$ cat src/rtl/park_sensor_array_pkg.sv
// Shared definitions for the joystick-sensor parking array: scan FSM states,
// JSTK command constants and receive-frame field positions.
package park_pkg;

  typedef enum logic [2:0] {
    ST_IDLE,
    ST_SETUP,
    ST_SHIFT,
    ST_GAP,
    ST_DONE
  } state_e;

  localparam int          JSTK_BYTES   = 5;
  localparam logic [5:0]  JSTK_LED_CMD = 6'b100000;

  // X spans byte0 and byte1[1:0], which are contiguous in the 40-bit frame
  localparam int X_LSB   = 0;
  localparam int X_W     = 10;
  localparam int BTN_BIT = 32;

  function automatic logic [X_W-1:0] frame_x(input logic [8*JSTK_BYTES-1:0] f);
    return f[X_LSB +: X_W];
  endfunction

  function automatic logic frame_btn(input logic [8*JSTK_BYTES-1:0] f);
    return f[BTN_BIT];
  endfunction

endpackage

$ cat src/rtl/park_sensor_array_spi_byte_xfer.sv
// 8-bit SPI mode-0 shift engine: start loads a byte, done pulses once the
// eighth SCLK falling edge has been issued; rx_byte is valid with done.
module spi_byte_xfer #(
  parameter int SCLK_HALF = 50
) (
  input  logic       clk,
  input  logic       rst,
  input  logic       start,
  input  logic [7:0] tx_byte,
  input  logic       miso,
  output logic       sclk,
  output logic       mosi,
  output logic       done,
  output logic [7:0] rx_byte
);

  localparam int HW = (SCLK_HALF > 1) ? $clog2(SCLK_HALF) : 1;

  logic          busy_q, busy_d;
  logic          sclk_q, sclk_d;
  logic          mosi_q, mosi_d;
  logic          done_q, done_d;
  logic [HW-1:0] half_cnt_q, half_cnt_d;
  logic [2:0]    bit_cnt_q, bit_cnt_d;
  logic [7:0]    tx_q, tx_d;
  logic [7:0]    rx_q, rx_d;

  always_comb begin
    busy_d     = busy_q;
    sclk_d     = sclk_q;
    mosi_d     = mosi_q;
    done_d     = 1'b0;
    half_cnt_d = half_cnt_q;
    bit_cnt_d  = bit_cnt_q;
    tx_d       = tx_q;
    rx_d       = rx_q;
    if (!busy_q) begin
      if (start) begin
        busy_d     = 1'b1;
        tx_d       = tx_byte;
        mosi_d     = tx_byte[7];
        sclk_d     = 1'b0;
        half_cnt_d = '0;
        bit_cnt_d  = '0;
      end
    end else if (half_cnt_q == HW'(SCLK_HALF - 1)) begin
      half_cnt_d = '0;
      if (!sclk_q) begin
        sclk_d = 1'b1;
        rx_d   = {rx_q[6:0], miso};
      end else begin
        sclk_d = 1'b0;
        if (bit_cnt_q == 3'd7) begin
          busy_d = 1'b0;
          done_d = 1'b1;
          mosi_d = 1'b0;
        end else begin
          bit_cnt_d = bit_cnt_q + 3'd1;
          tx_d      = {tx_q[6:0], 1'b0};
          mosi_d    = tx_q[6];
        end
      end
    end else begin
      half_cnt_d = half_cnt_q + HW'(1);
    end
  end

  always_ff @(posedge clk) begin
    if (rst) begin
      busy_q     <= 1'b0;
      sclk_q     <= 1'b0;
      mosi_q     <= 1'b0;
      done_q     <= 1'b0;
      half_cnt_q <= '0;
      bit_cnt_q  <= '0;
      tx_q       <= '0;
      rx_q       <= '0;
    end else begin
      busy_q     <= busy_d;
      sclk_q     <= sclk_d;
      mosi_q     <= mosi_d;
      done_q     <= done_d;
      half_cnt_q <= half_cnt_d;
      bit_cnt_q  <= bit_cnt_d;
      tx_q       <= tx_d;
      rx_q       <= rx_d;
    end
  end

  assign sclk    = sclk_q;
  assign mosi    = mosi_q;
  assign done    = done_q;
  assign rx_byte = rx_q;

endmodule

$ cat src/rtl/park_sensor_array.sv
// Round-robin SPI scanner of N_CH joystick sensors producing per-spot occupancy.
// Define PARK_SENSOR_DEBOUNCE_EN to require DEBOUNCE agreeing samples per change.
module park_sensor_array #(
  parameter int         N_CH      = 4,
  parameter int         CLK_HZ    = 100000000,
  parameter int         SAMPLE_HZ = 30,
  parameter int         SCLK_HALF = 50,
  parameter int         GAP_CYC   = 1500,
  parameter logic [9:0] X_THRESH  = 10'd700,
  parameter int         DEBOUNCE  = 3
) (
  input  logic            clk,
  input  logic            rst,
  input  logic            MISO,
  output logic [N_CH-1:0] SS,
  output logic            SCLK,
  output logic            MOSI,
  output logic [N_CH-1:0] parked,
  output logic            sample_valid,
  output logic [2:0]      sample_ch,
  output logic [39:0]     sample_data
);

  import park_pkg::*;

  localparam int TICK_DIV = CLK_HZ / (SAMPLE_HZ * N_CH);
  localparam int CH_W     = (N_CH > 1) ? $clog2(N_CH) : 1;

  state_e          state_q, state_d;
  logic [31:0]     tick_cnt_q, tick_cnt_d;
  logic [31:0]     gap_cnt_q, gap_cnt_d;
  logic [CH_W-1:0] ch_q, ch_d;
  logic [2:0]      byte_idx_q, byte_idx_d;
  logic [39:0]     frame_q, frame_d;
  logic [N_CH-1:0] ss_q, ss_d;
  logic [N_CH-1:0] parked_q, parked_d;
  logic            sample_valid_q, sample_valid_d;
  logic [2:0]      sample_ch_q, sample_ch_d;
  logic [39:0]     sample_data_q, sample_data_d;

  logic       tick, raw_occ;
  logic       xfer_start, xfer_done;
  logic [7:0] xfer_tx, xfer_rx;

  always_comb begin
    tick       = (tick_cnt_q == 32'(TICK_DIV - 1));
    tick_cnt_d = tick ? '0 : tick_cnt_q + 32'd1;
    raw_occ    = frame_btn(frame_q) | (frame_x(frame_q) >= X_THRESH);
    xfer_tx    = (byte_idx_q == '0) ? {JSTK_LED_CMD, 1'b0, parked_q[ch_q]} : 8'h00;
  end

  always_comb begin
    state_d        = state_q;
    gap_cnt_d      = gap_cnt_q;
    ch_d           = ch_q;
    byte_idx_d     = byte_idx_q;
    frame_d        = frame_q;
    ss_d           = ss_q;
    sample_valid_d = 1'b0;
    sample_ch_d    = sample_ch_q;
    sample_data_d  = sample_data_q;
    xfer_start     = 1'b0;
    case (state_q)
      ST_IDLE: begin
        // ticks outside IDLE are simply not looked at, so they are dropped
        if (tick) begin
          ss_d       = ~(N_CH'(1) << ch_q);
          gap_cnt_d  = '0;
          byte_idx_d = '0;
          frame_d    = '0;
          state_d    = ST_SETUP;
        end
      end
      ST_SETUP, ST_GAP: begin
        if (gap_cnt_q == 32'(GAP_CYC - 1)) begin
          xfer_start = 1'b1;
          gap_cnt_d  = '0;
          state_d    = ST_SHIFT;
        end else begin
          gap_cnt_d = gap_cnt_q + 32'd1;
        end
      end
      ST_SHIFT: begin
        if (xfer_done) begin
          frame_d[{byte_idx_q, 3'b000} +: 8] = xfer_rx;
          if (byte_idx_q == 3'(JSTK_BYTES - 1)) begin
            state_d = ST_DONE;
          end else begin
            byte_idx_d = byte_idx_q + 3'd1;
            state_d    = ST_GAP;
          end
        end
      end
      ST_DONE: begin
        ss_d           = '1;
        sample_valid_d = 1'b1;
        sample_ch_d    = 3'(ch_q);
        sample_data_d  = frame_q;
        ch_d           = (ch_q == CH_W'(N_CH - 1)) ? '0 : ch_q + CH_W'(1);
        state_d        = ST_IDLE;
      end
      default: state_d = ST_IDLE;
    endcase
  end

`ifdef PARK_SENSOR_DEBOUNCE_EN
  localparam int DB_W = $clog2(DEBOUNCE + 1);

  logic [DB_W-1:0] db_cnt_q [N_CH];
  logic [DB_W-1:0] db_cnt_d [N_CH];

  always_comb begin
    parked_d = parked_q;
    db_cnt_d = db_cnt_q;
    if (state_q == ST_DONE) begin
      if (raw_occ != parked_q[ch_q]) begin
        if (db_cnt_q[ch_q] == DB_W'(DEBOUNCE - 1)) begin
          parked_d[ch_q] = raw_occ;
          db_cnt_d[ch_q] = '0;
        end else begin
          db_cnt_d[ch_q] = db_cnt_q[ch_q] + DB_W'(1);
        end
      end else begin
        db_cnt_d[ch_q] = '0;
      end
    end
  end

  always_ff @(posedge clk) begin
    if (rst) db_cnt_q <= '{default: '0};
    else     db_cnt_q <= db_cnt_d;
  end
`else
  always_comb begin
    parked_d = parked_q;
    if (state_q == ST_DONE) parked_d[ch_q] = raw_occ;
  end
`endif

  always_ff @(posedge clk) begin
    if (rst) begin
      state_q        <= ST_IDLE;
      tick_cnt_q     <= '0;
      gap_cnt_q      <= '0;
      ch_q           <= '0;
      byte_idx_q     <= '0;
      frame_q        <= '0;
      ss_q           <= '1;
      parked_q       <= '0;
      sample_valid_q <= 1'b0;
      sample_ch_q    <= '0;
      sample_data_q  <= '0;
    end else begin
      state_q        <= state_d;
      tick_cnt_q     <= tick_cnt_d;
      gap_cnt_q      <= gap_cnt_d;
      ch_q           <= ch_d;
      byte_idx_q     <= byte_idx_d;
      frame_q        <= frame_d;
      ss_q           <= ss_d;
      parked_q       <= parked_d;
      sample_valid_q <= sample_valid_d;
      sample_ch_q    <= sample_ch_d;
      sample_data_q  <= sample_data_d;
    end
  end

  spi_byte_xfer #(.SCLK_HALF(SCLK_HALF)) u_spi (
    .clk     (clk),
    .rst     (rst),
    .start   (xfer_start),
    .tx_byte (xfer_tx),
    .miso    (MISO),
    .sclk    (SCLK),
    .mosi    (MOSI),
    .done    (xfer_done),
    .rx_byte (xfer_rx)
  );

  assign SS           = ss_q;
  assign parked       = parked_q;
  assign sample_valid = sample_valid_q;
  assign sample_ch    = sample_ch_q;
  assign sample_data  = sample_data_q;

endmodule

$ cat config.mk
export PLATFORM = sky130hd
export DESIGN_NAME = park_sensor_array
export DESIGN_NICKNAME = d
export VERILOG_FILES = /design/src/rtl/park_sensor_array_pkg.sv /design/src/rtl/park_sensor_array_spi_byte_xfer.sv /design/src/rtl/park_sensor_array.sv
export SDC_FILE = /design/constraint.sdc
export NUM_CORES = 1
export LEC_CHECK = 0
export ABC_CLOCK_PERIOD_IN_PS = 2800
export CORE_MARGIN = 5
export CORE_UTILIZATION = 40
export CTS_CLUSTER_DIAMETER = 30
export CTS_CLUSTER_SIZE = 14
export DETAILED_ROUTE_END_ITERATION = 10
export GPL_TIMING_DRIVEN = 0
export REMOVE_ABC_BUFFERS = 1
export SYNTH_ARGS = -nofsm -noshare
export SYNTH_HDL_FRONTEND = slang
export SYNTH_SLANG_ARGS = --single-unit
$ cat constraint.sdc
create_clock -name clk -period 2.8 [get_ports clk]
set_input_delay 0.56 -clock clk [delete_from_list [all_inputs] [get_ports clk]]
set_output_delay 0.56 -clock clk [all_outputs]
set_load 0.01 [all_outputs]
## Yosys cells after proc, flatten, opt, wreduce, memory -nomap -nowiden

Index checks and enable logic that the tools add are counted.

- Shift-type cells: 3
- Eq/ne operators: 17
- Order comparisons: 3
- Bitwise logic cells: 5
- Mux-type cells: 56
- Add/subtract/negate cells: 7
- Reductions and logical operators: 19

Operators with widths:

| cell | count |
|---|---|
| 40-bit two-way mux | 2 |
| 40-bit one-hot mux with 2 select lines | 1 |
| 32-bit by 1-bit adder with 32-bit output (second input constant) | 2 |
| 32-bit two-way mux | 2 |
| 32-bit one-hot mux with 2 select lines | 1 |
| 40-bit bitwise mux | 1 |
| 8-bit by 8-bit variable shift with 40-bit output (first input constant) | 1 |
| 8-bit by 8-bit indexed part select with 40-bit output | 1 |
| 3-bit two-way mux | 12 |
| 7-bit two-way mux | 5 |
| 32-bit by 11-bit == test with 1-bit output (second input constant) | 1 |
| 32-bit by 20-bit == test with 1-bit output (second input constant) | 1 |
| 1-bit two-way mux | 20 |
| 6-bit two-way mux | 3 |
| 2-bit inequality test (second input constant) | 6 |
| 3-bit AND reduction | 4 |
| 10-bit greater-or-equal comparator (second input constant) | 1 |
| 3-bit == test (second input constant) | 3 |
| 3-bit one-hot mux with 3 select lines | 1 |
| 8-bit two-way mux | 1 |
| 6-bit negation with 8-bit output | 1 |
| 4-bit one-hot mux with 2 select lines | 1 |
| 4-bit AND reduction | 2 |
| 2-bit nonzero test | 4 |
| other kinds (25) | 33 |

- Word-level logic and storage cells: 129
- Output and inout port bits: 54
- Register bits: 191

## Depth between registers and ports, before layout

Gate-level depths: netlist of the first run.

- Word-level depth: 5
- Mapped depth: 10

## Modules after synthesis

From an unflattened synthesis of the first run, not the netlist that was laid out.

- Cell total of the unflattened synthesis: 1,006
- Area, all modules: 8,557.0 sq um

Modules (own cells, without submodules):

| module | area an instance (sq um) | cells an instance | instances | seq. area each (sq um) |
|---|---|---|---|---|
| park_sensor_array | 7,108.1 | 848 | 1 | 3,263.1 |
| spi_byte_xfer | 1,448.9 | 158 | 1 | 560.5 |

## Least setup slack after synthesis of the first run

Ideal clock, no wire load.

- Kind: reg-to-reg
- Start point: reg byte_idx_q[0]
- End point: reg frame_q[32]
- Buffers on the path: 1
- Setup slack: 227 ps
- Library setup time: 117 ps
- Clock period less this slack: 2,573 ps
- Cell stages (with the launch flop): 10
- Arrival time: 2,456 ps
- Path through: dfxtp_1 clkbuf_1 inv_1 ha_1 ha_1 o31ai_1 nor2_1 nor4b_1 nor3_1 a22o_1

- Cells in the longest elaborated chain, start to end: 5

RTL lines:

| element | line | text |
|---|---|---|
| from (decl) | park_sensor_array.sv:33 | `logic [2:0] byte_idx_q, byte_idx_d;` |
| from (signal assigned) | park_sensor_array.sv:158 | `byte_idx_q <= byte_idx_d;` |
| 6-bit negation with 8-bit output * | park_sensor_array.sv:85 | `frame_d[{byte_idx_q, 3'b000} +: 8] = xfer_rx;` |
| 8-bit by 8-bit indexed part select with 40-bit output / 8-bit by 8-bit variable shift with 40-bit output (equally long branches) | park_sensor_array.sv:85 |  |
| 40-bit bitwise mux * | park_sensor_array.sv:85 |  |
| 40-bit two-way mux * | park_sensor_array.sv:84 | `if (xfer_done) begin` |
| 40-bit one-hot mux with 2 select lines * | park_sensor_array.sv:63 | `case (state_q)` |
| to (signal assigned) | park_sensor_array.sv:159 | `frame_q <= frame_d;` |
| to (decl) | park_sensor_array.sv:34 | `logic [39:0] frame_q, frame_d;` |

Every way passes the cells marked *; elsewhere a longest branch is shown, timed or not. The select of a mux whose other input is x is not followed.
A chain may end at the register's enable or synchronous reset.

## Worst setup path after layout of the first run

- Start point: reg byte_idx_q[0]
- End point: reg frame_q[9]

The elaborated chain is that of the path after synthesis.

==> results.md, run 1 <==
* First-pass GRT wire length at 32400 µm
* CP peak stage delay at approximately 0.5 ns
* Via count at about 7000
* Yosys cell types at 57
* DRC viols at 0
* CP Class: reg2reg
* Layout cells sized above 1 at 0.0687
* Top FF cell, synth: dfxtp_1
* Clock share of power at 0.478
* Synth Instances at 978
* Mapped cell area at 8280 µm²
* Run status: complete, no violations
* HP Class: reg2reg
* Die area at around 24000 µm²
* Asr flop ratio synth at 0
* Total CTS buffers at 17
* Worst VDD drop at 0.386 mV
* Layer with the highest usage: met2
* Core ar. at 20300 µm²
* Met2 Use GR at 0.255
* Syn Area/Cell at ~8.5 µm²
* DP Area at around 9000 µm²
* CP Cell Sequence: inv_1 > ha_1 > ha_1 > o31ai_1 > nor2_2 > buf_4 > and2_0 > o211ai_1 > a21oi_1
* Starting DRC count in detailed routing at a little over 500
* Final Cycle Share at 0.931
* Largest net degree at the start of global routing at between 90 and 100
* Crit path from: byte_idx_q[0]$_SDFFE_PP0P_
* Crit path max fanout at 12
* Pre-antenna DRT Iters at 5
* Worst path arrival time at 2.97 ns
* Post-synth EDFFs at 0
* Total GRT Usage at 0.162
* Clock buffer depth at 2
* CTS Sinks at 191
* Top cells by area, synth: dfxtp_1, a21oi_1, nand2_1, nand3_1, nor2_1
* Reg2Reg Depth at 9
* Most frequent CP cell: ha_1
* Per-cell routed wire length at 15.2 µm
* Post-route minimum period at around 2.6 ns
* Nets at between 1000 and 1500
* Input/output buffers at 55
* Fmax at around 0.38 GHz
* Root Driver: clkbuf_16
* CP bufs+invs at 2
* Reg2reg start: byte_idx_q[0]$_SDFFE_PP0P_
* Seq cells post-synth at approximately 190
* Fin. Hold Viols at 0
* Max-slew violations at 0
* Final setup viols at 0
* Most frequent cell after synthesis: dfxtp_1
* Gate power share at 0.014
* CP Depth at 9
* Most frequent cells after synthesis: dfxtp_1, nand2_1, a21oi_1, nor2_1, nand3_1
* Slew Limit Headroom at 0.355
* Net Switching at ~1.3 mW
* DP HPWL at approximately 13000 µm
* Clock Skews at ~0.012 ns
* Final ANT Viol Nets at 0
* GRT overflow at 0
* Worst slew pin tran at 0.960 ns
* Area share of the largest cell type after synthesis at 0.462
* Vias in the first global route at between 6000 and 7000
* Routability congestion estimate at just over 0.8
* Fillcell total at about 2000
* CTS tree: yes
* Sequential share of the synthesized area at 0.462
* Finished Cell Area at about 9800 µm²
* Ports at 57
* Row count at 52
* Ys Warns at 0
* FF-to-FF End: frame_q[9]$_SDFFE_PP0P_
* Worst-Skew Late Latency at 0.44 ns
* Required @ worst endpoint at 3.16 ns
* Die Y at approximately 150 µm
* Area grow syn2layout at 17.9%
* Sw Ratio at 0.244
* Met3 usage at 0.0289
* Startpoint Class: flop
* Crit-path slowest cell: dfxtp_2
* Seq pwr share at 0.508
* Initial cell density of the core at 0.408
* Yosys top cell by area: dfxtp_1
* Max_cap viols at 0
* Htree depth at 4
* P_int at 4.05 mW
* Clk slew on worst S/H paths at approximately 0.080 ns
* Setup crit end kind: flop
* Initial antenna violation count at 1
* R2r setup slk at 0.19 ns
* P per Cell Area at between 500 and 600 nW/µm²
* Pwr Total at ~5.4 mW
* CP endpoint: frame_q[9]$_SDFFE_PP0P_
* Grt met1 use at 0.226
* Avg Vias per Cell at about 5.5
* Antenna Cells at 0
* Leak Pwr at roughly 3.2 nW
* Die width at roughly 150 µm
* Delay-heaviest family, CP: adder cells
* Total Wirelength at just under 20000 µm
* RSZ-0062 raised after global routing: true
-- how the worst min path moves through the flow --
stage                                 startpoint                           end  slack (ns)  depth (start not counted)
finish                  frame_q[14]$_SDFFE_PP0P_  sample_data[14]$_SDFFE_PP0P_        0.45                          2
global route            frame_q[14]$_SDFFE_PP0P_  sample_data[14]$_SDFFE_PP0P_        0.47                          2
floorplan               frame_q[39]$_SDFFE_PP0P_  sample_data[39]$_SDFFE_PP0P_        0.43                          2
detailed placement  sample_data[19]$_SDFFE_PP0P_  sample_data[19]$_SDFFE_PP0P_        0.45                          2
global placement      u_spi.tx_q[3]$_SDFFE_PP0P_    u_spi.tx_q[4]$_SDFFE_PP0P_        0.44                          2
CTS                     frame_q[14]$_SDFFE_PP0P_  sample_data[14]$_SDFFE_PP0P_        0.45                          2
-- cell usage in the layout (no fill, tap or decap), types with 11 or more instances in the layout --
master,count
nor4_1,21
and3_1,11
nand2_1,146
and4_1,12
nand4_1,36
a311oi_1,11
nor2_1,77
inv_1,17
clkbuf_16,17
xor2_1,19
a21oi_1,111
o211ai_1,23
mux2i_1,11
nor3_1,21
dfxtp_1,186
o21ai_0,16
clkdlybuf4s50_1,54
xnor2_1,23
ha_1,19
nand3_1,63
-- worst register-to-register path: stages (launching register included) --
cell and delay (ns):
dfxtp_2 0.51, inv_1 0.18, ha_1 0.27, ha_1 0.35
o31ai_1 0.22, nor2_2 0.26, buf_4 0.15, and2_0 0.29
o211ai_1 0.14, a21oi_1 0.18
-- through the flow --
stage / hold slack [ns] / setup TNS [ns] / utilization / cells / setup WS (ns)
6_report: 0.453 / 0 / 0.481 / 1289 / 0.193
3_5_place_dp: 0.446 / -15.15 / 0.444 / 1252 / -0.397
3_3_place_gp: 0.439 / -492.14 / 0.441 / 1249 / -5.32
2_1_floorplan: 0.426 / 0 / - / 924 / 0.0104
5_1_grt: 0.471 / -0.0543 / 0.481 / 1289 / -0.0479
4_1_cts: 0.453 / -1.65 / 0.477 / 1284 / -0.0758
-- per-layer routing --
metal / vias to the layer above / share of wire
li1: 3576 / -
met1: 3295 / 0.49
met2: 139 / 0.46
met3: 23 / 0.040
met4: 2 / 0.012
met5: - / 0.00066
-- registers in the layout, summed over array words and instances, names as in the netlist, 6 cells and up --
signal and cells:
u_spi.tx_q 7, frame_q 40, tick_cnt_q 32, u_spi.half_cnt_q 6
gap_cnt_q 32, sample_data 40, u_spi.rx_byte 8
-- kinds of logic after synthesis --
kind of cell               count (synthesis)  share of synthesized area
DFF                                      191                      0.462
adders and majority gates                 19                     0.0287
muxes                                     12                     0.0160
other                                      1                   0.000453
AOI/OAI and AO/OA                        194                      0.142
buffers and inverters                     72                     0.0359
xor gates and xnor gates                  42                     0.0444
and+or+nand+nor                          447                      0.271
-- timing repair --
item                       CTS  global route
buffers inserted             0             4
hold buffers                 0             0
pin swaps                   16             3
gates resized for setup     11             9
setup endpoints to repair   67            69
gates cloned                 0             1
-- power by group through the flow --
stage	Combinational [mW]	Sequential (mW)	Clock, mW
2_1_floorplan	0.0254	2.78	0
3_3_place_gp	0.0661	2.79	0
3_5_place_dp	0.0745	2.79	0
5_1_grt	0.0830	2.72	2.75
4_1_cts	0.0752	2.72	2.63
6_report	0.0741	2.72	2.56
-- final cells by class --
type,count,area [µm²],area share
multi-input cells,716,4240,0.434
repair buffers,62,653,0.0669
inverters,18,67.6,0.00692
well taps,270,338,0.0346
clock buffers,17,425,0.0436
flip-flops and latches,191,3830,0.392
clock inverters,15,211,0.0217
Power figures use the tool's default switching activity.
==> run 2: changes to the inputs <==
Settings changed: HOLD_SLACK_MARGIN set to 0.05.
==> results of run 2 <==
Final layout, timing and power as in run 1 (identical DEF).
==> variant: new RTL, flow settings as in run 1 <==
The package constant `X_W` goes from 10 to 20.
--- a/src/rtl/park_sensor_array_pkg.sv
+++ b/src/rtl/park_sensor_array_pkg.sv
@@ -16,5 +16,5 @@
   // X spans byte0 and byte1[1:0], which are contiguous in the 40-bit frame
   localparam int X_LSB   = 0;
-  localparam int X_W     = 10;
+  localparam int X_W     = 20;
   localparam int BTN_BIT = 32;
 
Formal check against the unedited RTL: no difference found for any inputs over 10 cycles, from zero or initial values and one cycle with rst high; that may be too few to reach the edited logic, so the function may still have changed.
==> variant against run 1 <==
- global-route usage grew 0.52 points
- largest power group unchanged
- synthesized area increased by 1.6%
- power decreased by 1.4%
- sequential cell count unchanged
- setup slack got worse by 84 ps
- wire length up 2.9%
- maximum frequency decreased by 3.1%
- largest cell class unchanged
- synthesized cell count is 3.4% higher
- design area up 1.7%
- worst hold slack worse by 1.5 ps
==> variant: results (changes against run 1) <==
<table>
<tr><th>Metric</th><th>Value</th></tr>
<tr><th colspan="2">Status</th></tr>
<tr><td>Result of the run</td><td>finished, final reports clean</td></tr>
<tr><th colspan="2">Setup path</th></tr>
<tr><td>Cell with the largest stage delay on the worst path</td><td>sky130_fd_sc_hd__or4_4</td></tr>
<tr><td>Worst setup path startpoint</td><td>tick_cnt_q[16]</td></tr>
<tr><td>Critical path capture point</td><td>frame_q[12]</td></tr>
<tr><td>FF-to-FF path depth</td><td>6 (-3)</td></tr>
<tr><td>Arrival time reported for the critical path endpoint</td><td>3050 ps (+80 ps)</td></tr>
<tr><td>Critical-path maximum fanout</td><td>7 (-5)</td></tr>
<tr><th colspan="2">Synth</th></tr>
<tr><td>Post-synthesis share of cell area spent on xor and xnor gates</td><td>3.227% (-1.2 points)</td></tr>
<tr><td>Number of standard cells after synthesis</td><td>1011 (+3.4%)</td></tr>
<tr><td>Count of different cell masters after synthesis</td><td>56 (-1.8%)</td></tr>
<tr><td>Adder-cell share of the synthesized area</td><td>2.380% (-0.49 points)</td></tr>
<tr><td>Synth Area in Compound Gates</td><td>14.34% (+0.18 points)</td></tr>
<tr><td>Sequential fraction of the synthesis area</td><td>45.45% (-0.71 points)</td></tr>
<tr><th colspan="2">Detailed routing</th></tr>
<tr><td>Mean routed wirelength per cell</td><td>15.22 um (-0.10%)</td></tr>
<tr><td>Violation count after the first detailed-route iteration</td><td>443 (-14%)</td></tr>
<tr><td>Wire length on met2</td><td>9433 um (+4.8%)</td></tr>
<tr><td>Wl on met1</td><td>9895 um (+3.0%)</td></tr>
<tr><td>Met3 wire length</td><td>747 um (-4.5%)</td></tr>
<tr><th colspan="2">Power</th></tr>
<tr><td>Clock network power share</td><td>46.8% (-1.0 points)</td></tr>
<tr><td>Standby leakage power</td><td>0.003306 uW (+4.5%)</td></tr>
<tr><th colspan="2">Layout</th></tr>
<tr><td>Filler cell count in the final layout</td><td>2057 (+2.5%)</td></tr>
<tr><td>Fraction of final layout cells sized beyond drive strength 1</td><td>6.648% (-0.22 points)</td></tr>
<tr><th colspan="2">GRT</th></tr>
<tr><td>Via count of the first global-routing pass</td><td>6527 (+2.1%)</td></tr>
<tr><td>M1 GR Usage</td><td>23.08% (+0.48 points)</td></tr>
<tr><td>Total Routing Usage GR</td><td>16.72% (+0.52 points)</td></tr>
<tr><th colspan="2">Hold path</th></tr>
<tr><td>End point of the worst hold path</td><td>sample_data[23]</td></tr>
<tr><td>Worst Min Path Start</td><td>frame_q[23]</td></tr>
<tr><th colspan="2">Timing</th></tr>
<tr><td>Post-route clock skew</td><td>11.53 ps (-0.2630 ps)</td></tr>
<tr><th colspan="2">Placement</th></tr>
<tr><td>Weighted congestion reported at the end of routability-driven placement</td><td>0.8182 (+1.6%)</td></tr>
</table>
## variant: area by class of cell
| class | count | area, um2 | share of cell area (%) |
|---|---|---|---|
| Clock buffer | 17 | 425.4 | 4.281 |
| Tap cell | 275 | 344.1 | 3.463 |
| Timing Repair Buffer | 67 | 723.2 | 7.278 |
| Clock inverter | 15 | 187.7 | 1.889 |
| Sequential cell | 191 | 3824 | 38.48 |
| Multi-Input combinational cell | 734 | 4324 | 43.52 |
| Inverter | 29 | 108.9 | 1.095 |
## variant: metrics by stage
step | setup WS [ps] | util [%] | hold slack [ps]
final | 108.9 | 47.57 | 451.2
after global routing | 41.87 | 47.57 | 465.1
after CTS | 12.51 | 47.22 | 456.7
after detailed placement | -639.8 | 43.97 | 445.0
after global placement | -4770 | 43.48 | 440.0
after floorplan | -714.0 | - | 425.5
## variant: what timing repair did
action	CTS	global route
cloned	1	0
pin swaps	6	5
buffers inserted	4	5
endpoints found under the setup margin	77	25
hold buffers	0	0
resized for setup	4	3
